### config.mk
export PLATFORM = sky130hd
export DESIGN_NAME = ldpc_sym_encoder
export DESIGN_NICKNAME = d
export VERILOG_FILES = /design/src/rtl/ldpc_sym_encoder.sv
export SDC_FILE = /design/constraint.sdc
export NUM_CORES = 1
export LEC_CHECK = 0
export ABC_AREA = 1
export ABC_CLOCK_PERIOD_IN_PS = 11630
export CAP_MARGIN = 15
export CORE_ASPECT_RATIO = 0.9
export CORE_MARGIN = 2
export CORE_UTILIZATION = 40
export DETAILED_ROUTE_END_ITERATION = 10
export PLACE_DENSITY = 0.53
export SLEW_MARGIN = 20
export SYNTH_ARGS = -nofsm -noshare
export SYNTH_HDL_FRONTEND = slang
export SYNTH_SLANG_ARGS = --single-unit
export TNS_END_PERCENT = 100
### constraint.sdc
create_clock -name clk_i -period 11.63 [get_ports clk_i]
set_clock_uncertainty 0.15 [all_clocks]
set_input_delay 1.7445 -clock clk_i [delete_from_list [all_inputs] [get_ports clk_i]]
set_output_delay 1.7445 -clock clk_i [all_outputs]
set_load 0.03 [all_outputs]
### src/rtl/ldpc_sym_encoder.sv
// ldpc_sym_encoder: systematic LDPC encoder, serial parity accumulation then int8 BPSK symbol stream.
// Latency: message accepted at cycle t, first symbol at t+K+1, one frame every K+N+1 cycles (no overlap).
// Backpressure: symbol/last held stable with valid high until sym_ready_i; messages only accepted in IDLE.
module ldpc_sym_encoder #(
  parameter int K   = 16,
  parameter int M   = 16,
  parameter int AMP = 32,
  localparam int AW = (K > 1) ? $clog2(K) : 1
) (
  input  logic          clk_i,
  input  logic          rst_i,
  input  logic          cfg_we_i,
  input  logic [AW-1:0] cfg_addr_i,
  input  logic [M-1:0]  cfg_mask_i,
  output logic          cfg_ready_o,
  input  logic          msg_valid_i,
  output logic          msg_ready_o,
  input  logic [K-1:0]  msg_i,
  output logic          sym_valid_o,
  input  logic          sym_ready_i,
  output logic [7:0]    sym_o,
  output logic          sym_last_o,
  output logic          busy_o
);

  localparam int N  = K + M;
  localparam int SW = $clog2(N + 1);
  // Codeword vector padded to the full index range of the symbol counter
  localparam int CW = 1 << SW;
  localparam logic [AW-1:0] LAST_BIT = AW'(K - 1);
  localparam logic [SW-1:0] LAST_SYM = SW'(N - 1);
  localparam logic [7:0]    SYM_ZERO = 8'(AMP);
  localparam logic [7:0]    SYM_ONE  = 8'(-AMP);

  typedef enum logic [1:0] {S_IDLE, S_ENC, S_EMIT} state_t;

  state_t          r_state;
  state_t          w_next;
  logic [M-1:0]    r_gen [K];
  logic [K-1:0]    r_msg;
  logic [M-1:0]    r_par;
  logic [AW-1:0]   r_bit_idx;
  logic [SW-1:0]   r_sym_idx;
  logic            w_cfg_hit;
  logic            w_cur_bit;
  logic [CW-1:0]   w_cw;
  logic            w_cw_bit;

  // Row writes only land in IDLE and only for addresses that name a real message bit
  assign w_cfg_hit = cfg_we_i && (r_state == S_IDLE) &&
                     ({1'b0, cfg_addr_i} < (AW + 1)'(K));
  assign w_cur_bit = r_msg[r_bit_idx];
  // Systematic codeword: message bits first (bit 0 first), then parity
  assign w_cw      = {{(CW - N){1'b0}}, r_par, r_msg};
  assign w_cw_bit  = w_cw[r_sym_idx];

  // State register
  always_ff @(posedge clk_i or posedge rst_i) begin
    if (rst_i) begin
      r_state <= S_IDLE;
    end else begin
      r_state <= w_next;
    end
  end

  // Next-state: accept message, K accumulate cycles, N symbol handshakes
  always_comb begin
    w_next = r_state;
    case (r_state)
      S_IDLE:  if (msg_valid_i) w_next = S_ENC;
      S_ENC:   if (r_bit_idx == LAST_BIT) w_next = S_EMIT;
      S_EMIT:  if (sym_ready_i && (r_sym_idx == LAST_SYM)) w_next = S_IDLE;
      default: w_next = S_IDLE;
    endcase
  end

  // Generator matrix storage; rows persist across frames until rewritten or reset
  always_ff @(posedge clk_i or posedge rst_i) begin
    if (rst_i) begin
      for (int i = 0; i < K; i++) begin
        r_gen[i] <= '0;
      end
    end else if (w_cfg_hit) begin
      r_gen[cfg_addr_i] <= cfg_mask_i;
    end
  end

  // Message capture, serial parity accumulation and symbol index advance
  always_ff @(posedge clk_i or posedge rst_i) begin
    if (rst_i) begin
      r_msg     <= '0;
      r_par     <= '0;
      r_bit_idx <= '0;
      r_sym_idx <= '0;
    end else begin
      case (r_state)
        S_IDLE: begin
          if (msg_valid_i) begin
            r_msg     <= msg_i;
            r_par     <= '0;
            r_bit_idx <= '0;
          end
        end
        S_ENC: begin
          r_par     <= r_par ^ (w_cur_bit ? r_gen[r_bit_idx] : '0);
          r_bit_idx <= r_bit_idx + AW'(1);
          if (r_bit_idx == LAST_BIT) begin
            r_sym_idx <= '0;
          end
        end
        S_EMIT: begin
          if (sym_ready_i) begin
            r_sym_idx <= r_sym_idx + SW'(1);
          end
        end
        default: ;
      endcase
    end
  end

  // Outputs decoded from registered state only, so nothing depends on sym_ready_i
  always_comb begin
    cfg_ready_o = 1'b0;
    msg_ready_o = 1'b0;
    sym_valid_o = 1'b0;
    sym_o       = 8'h00;
    sym_last_o  = 1'b0;
    busy_o      = 1'b0;
    case (r_state)
      S_IDLE: begin
        cfg_ready_o = 1'b1;
        msg_ready_o = 1'b1;
      end
      S_ENC: begin
        busy_o = 1'b1;
      end
      S_EMIT: begin
        busy_o      = 1'b1;
        sym_valid_o = 1'b1;
        sym_o       = w_cw_bit ? SYM_ONE : SYM_ZERO;
        sym_last_o  = (r_sym_idx == LAST_SYM);
      end
      default: ;
    endcase
  end

endmodule

Word level (Yosys, flattened, before mapping)
Cells that the tools add are included.
{"block": "word_totals", "regBits": 300, "inputBits": 41}
{"block": "op_classes", "bitwise_logic": 3, "n_addsub": 2, "reduce_logical": 11, "n_lt_le_gt_ge": 5, "muxes": 28, "n_eq_ne": 8}
{"cell": "256-bit bitwise mux", "count": 1}
{"cell": "16-bit 2-to-1 mux", "count": 5}
{"cell": "16-bit binary-select mux with 4-bit select", "count": 1}
{"cell": "16-bit demux with 4-bit select", "count": 1}
{"cell": "16-bit case mux with 2 select lines", "count": 1}
{"cell": "8-bit 2-to-1 mux", "count": 2}
{"cell": "16-bit bitwise XOR", "count": 1}
{"cell": "6-bit 2-to-1 mux", "count": 2}
{"cell": "6-bit case mux with 2 select lines", "count": 1}
{"cell": "5-bit greater-or-equal comparator (second input constant)", "count": 2}
{"cell": "4-bit NOT with 5-bit output", "count": 2}
{"cell": "2-bit != test (second input constant)", "count": 4}
{"cell": "4-bit case mux with 2 select lines", "count": 1}
{"cell": "6-bit by 7-bit less-than comparator with 1-bit output (second input constant)", "count": 1}
{"cell": "6-bit by 1-bit adder with 6-bit output (second input constant)", "count": 1}
{"cell": "1-bit binary-select mux with 6-bit select", "count": 1}
{"cell": "6-bit by 5-bit == test with 1-bit output (second input constant)", "count": 1}
{"cell": "1-bit 2-to-1 mux", "count": 6}
{"cell": "2-bit 2-to-1 mux", "count": 3}
{"cell": "2-bit case mux with 3 select lines", "count": 1}
{"cell": "3-bit AND reduction", "count": 2}
{"cell": "4-bit by 5-bit less-than comparator with 1-bit output (second input constant)", "count": 1}
{"cell": "5-bit by 1-bit less-than comparator with 1-bit output (second input constant)", "count": 1}
{"cell": "4-bit by 1-bit adder with 4-bit output (second input constant)", "count": 1}
{"cell": "10 further kinds", "count": 14}

Logic depth before layout (Yosys ltp)
{"block": "logic_depth", "ltp_word": 7, "mapped_depth": 14, "mapped_depth_nobuf": 11}

Least setup slack after synthesis
Ideal clock, no wire load.
{"block": "synth_timing", "kind": "register -> output", "startpoint": "register r_state[0]", "endpoint": "output port sym_o[7]", "path_buffers": 2, "stages_incl_launch_ff": 7, "arrival_time_ps": 1916, "slack_ps": 7820, "path_cell_list": "dfrtp_1 -> inv_1 -> ha_1 -> clkbuf_1 -> nand3_1 -> nor2_1 -> buf_4"}
{"block": "synth_via", "elab_chain_cells": 2}
{"item": "start: declaration", "line": "37", "rtl": "state_t r_state;"}
{"item": "start signal: assignment", "line": "62", "rtl": "r_state <= w_next;"}
{"item": "2-bit == test", "line": "129", "rtl": "case (r_state)"}
{"item": "8-bit 2-to-1 mux", "line": "129"}
{"item": "end: declaration", "line": "21", "rtl": "output logic [7:0] sym_o,"}
Every way passes these cells.

Final worst setup path
{"block": "layout_timing", "startpoint": "register r_sym_idx[0]", "endpoint": "output port sym_o[7]"}
{"block": "layout_via", "elab_chain_cells": 4}
{"item": "start: declaration", "line": "43", "rtl": "logic [SW-1:0] r_sym_idx;"}
{"item": "start signal: assignment", "line": "113", "rtl": "r_sym_idx <= r_sym_idx + SW'(1);"}
{"item": "1-bit binary-select mux with 6-bit select", "line": "55", "rtl": "assign w_cw_bit = w_cw[r_sym_idx];"}
{"item": "1-bit 2-to-1 mux (not written as such)", "line": "55"}
{"item": "8-bit 2-to-1 mux", "line": "140", "rtl": "sym_o = w_cw_bit ? SYM_ONE : SYM_ZERO;"}
{"item": "8-bit 2-to-1 mux", "line": "129"}
Every way passes these cells. The select of a mux whose other input is x is not followed.

==> metrics.md <==
| Metric | Value |
|---|---|
| Netlist Area Pre-Place | 15000 um^2 |
| Number of global-route vias before repair | 11900 |
| Die Width | 208 um |
| Inserted Clock Buffers | 36 |
| Req. time, crit path | 9.74 ns |
| Worst-case clock buffer depth | 3 |
| Vias post-DR | 12500 |
| CTS tree | built |
| Maximum fanout along the worst path | 24 |
| Final-report setup violation count | 0 |
| Fin util | 45.2% |
| Commonest non-fill, non-tap cell in the layout | nand2_1 |
| WL final | 42500 um |
| # rows | 67 |
| Worst path slowest cell | dfrtp_1 |
| Highest Signal Layer | met4 |
| Largest net degree at the start of global routing | 134 |
| Sum Neg Setup Slack | 0 ns |
| Worst Hold Path EP | r_gen[177]$_DFFE_PP0P_ |
| WL/cell | 17.0 um |
| Final Max Tran Viols | 0 |
| Multi-input logic area | 5800 um^2 |
| Max-slew headroom | 29.7% |
| Iteration-0 DRC Markers | 1048 |
| FF/Latch Area | 7510 um^2 |
| Top Ports | 54 |
| Post-CTS Setup Repair Bufs | 0 |
| FILL cells | 3823 |
| Crit-path cells | inv_1 -> a21oi_1 -> o21ai_0 -> nand2_1 -> nand2_1 -> nand4_1 -> nand3_1 -> nor2_1 -> clkdlybuf4s50_1 |
| Placed Area | 15600 um^2 |
| Max_cap viols | 0 |
| DRT Pass-1 Iters | 5 |
| Worst R2R End | r_par[15]$_DFFE_PP0P_ |
| Worst hold slack | 0.332 ns |
| Placed Cells | 2442 |
| Metal-1 WL | 20400 um |
| DRC Markers | 0 |
| Synth top area cells | dfrtp_1, nand2_1, o21ai_0 |
| FF-to-FF path depth | 12 |
| Most used cell, CP | nand2_1 |
| Core box area | 37100 um^2 |
| WHS Path Cells | 2 |
| Setup slack, reg-to-reg | 8.24 ns |
| Buffers plus inverters on the worst setup path | 2 |
| Final Hold Viols | 0 |
| Crit. End Element | output pin |
| Status | finished, final reports clean |
| Share of cells above drive strength 1 | 4.84% |
| Routability Congestion | 0.804 |
| Die Span Y | 188 um |
| Top delay family on crit path | buffers and inverters |
| Power Total | 4.25 mW |
| Dominant cell type by area after synthesis | dfrtp_1 |
| Initial antenna violation count | 0 |
| CTS root buffer | clkbuf_16 |
| CTS resizes | 0 |
| Met2 wire length | 19400 um |
| Setup slack after placement | 6.87 ns |
| Yosys warning total | 0 |
| Layout Nets | 2044 |
| Cells after Synth | 2022 |
| Top cell type's share of synthesized area | 50.0% |
| Worst-Margin Slew | 1.05 ns |
| Clock transition at the registers of the reported paths | 0.06 ns |
| CTS H-tree depth | 2 |
| Area Overhead vs Synth | 11.7% |
| DRT antenna net count | 0 |
| Max IR drop VDD | 117 uV |
| Worst min path class | flip-flop to flip-flop |
| Finished Layout Cells | 2508 |
| DR vias/cell | 5.00 |
| Distinct cells, synth | 28 |
| Clk sink count | 300 |
| Reg2reg start | r_bit_idx[0]$_DFFE_PP0P_ |
| DP HPWL | 24000 um |
| Leakage | 8.18 nW |
| CP Data Arrival Time | 3.11 ns |
| Inserted Diodes | 0 |
| Critical path type | flip-flop to output pin |
| Initial Util | 40.4% |
| Most frequent cells in the layout | nand2_1, dfrtp_1, o21ai_0 |
| Register bit total from synthesis | 300 |
| Setup WS post-layout | 6.63 ns |
| Max Clock Freq | 200 MHz |
| Port bufs | 48 |
| Final worst path period need | 5.00 ns |
| Skew-Pair Late Insertion Delay | 0.54 ns |
| Hold-fix buffers, CTS | 0 |
| Critical Path Max Stage Delay | 0.76 ns |
| Mean Syn Cell Area | 7.43 um^2 |
| RSZ-0062 raised after global routing | no |
| Pwr/cell area | 253 nW/um^2 |
| Final Instance Area | 16800 um^2 |
| Hold_sp | r_gen[177]$_DFFE_PP0P_ |
| Met3 wire length | 2010 um |
| GRT Total Usage | 22.3% |
| Die area | 39100 um^2 |
| GR Overflow Total | 0 |
| Final worst path period share | 43.0% |
| Post-synthesis sequential area ratio | 50.0% |
| Nature of the critical path startpoint | flip-flop |
| Global-route wire length before repair | 68200 um |
-- state kept, by name, summed over array words and instances (netlist names) --
name,flops
r_sym_idx,6
r_bit_idx,4
r_msg,16
r_gen,256
r_state,2
r_par,16
-- cell type report --
| cell class | instances | share of cell area [%] |
|---|---|---|
| Clock buffer | 52 | 6.33 |
| Clock inverter | 14 | 0.783 |
| Inverter | 259 | 5.86 |
| Multi-Input combinational cell | 1326 | 34.6 |
| Sequential cell | 300 | 44.8 |
| Tap cell | 483 | 3.60 |
| Timing Repair Buffer | 74 | 4.03 |
-- kinds of logic after synthesis --
logic type                 after synthesis  share of synthesized area [%]
AOI/OAI and AO/OA                      318                           10.7
adders and majority gates                6                          0.500
buffers and inverters                  400                           11.5
DFF                                    300                           50.0
muxes                                    2                          0.150
other                                    1                         0.0250
and+or+nand+nor                        995                           27.1
-- synth_stat cells --
master	count
clkbuf_1	80
inv_1	254
conb_1	1
mux2_2	2
nor3_2	2
a21oi_1	29
ha_1	6
o21ai_1	15
buf_1	2
nor3_1	4
nor3b_1	1
clkinv_2	1
buf_6	15
inv_4	1
a31oi_1	1
buf_4	16
o21ai_2	1
nand3_1	237
buf_2	27
buf_12	1
nand4_1	8
o22ai_1	1
dfrtp_1	300
nand2_1	683
o21ai_0	266
o211ai_1	5
nor2_1	60
clkinv_1	3
-- worst max-delay path by stage --
stage / from / endpoint / cells after the start
3_5_place_dp: rst_i / r_gen[6]$_DFFE_PP0P_ / 4
3_3_place_gp: rst_i / r_gen[22]$_DFFE_PP0P_ / 4
5_1_grt: r_sym_idx[0]$_DFFE_PP0P_ / sym_o[7] / 9
4_1_cts: r_sym_idx[0]$_DFFE_PP0P_ / sym_o[7] / 9
6_report: r_sym_idx[0]$_DFFE_PP0P_ / sym_o[7] / 9
2_1_floorplan: rst_i / r_bit_idx[0]$_DFFE_PP0P_ / 1
-- report_power, final --
| part | switching (mW) | leakage (nW) | internal (mW) |
|---|---|---|---|
| clock | 0.451 | 0.599 | 0.682 |
| combinational | 1.08 | 3.59 | 0.504 |
| sequential | 0.181 | 3.99 | 1.35 |
| total | 1.71 | 8.18 | 2.53 |
-- tightest hold or removal path: cells and delay by family, from the launching register on --
family | cells | cell delay [ns]
flops | 1 | 0.34
compound gates | 1 | 0.06
simple gates | 1 | 0.05
-- layer usage --
metal | track usage (%) | up-vias
li1 | - | 6270
met1 | 31.7 | 5920
met2 | 36.4 | 290
met3 | 2.70 | 54
met4 | 5.56 | 0
met5 | 0 | -
No activity file was read; power rests on OpenSTA's default activity.
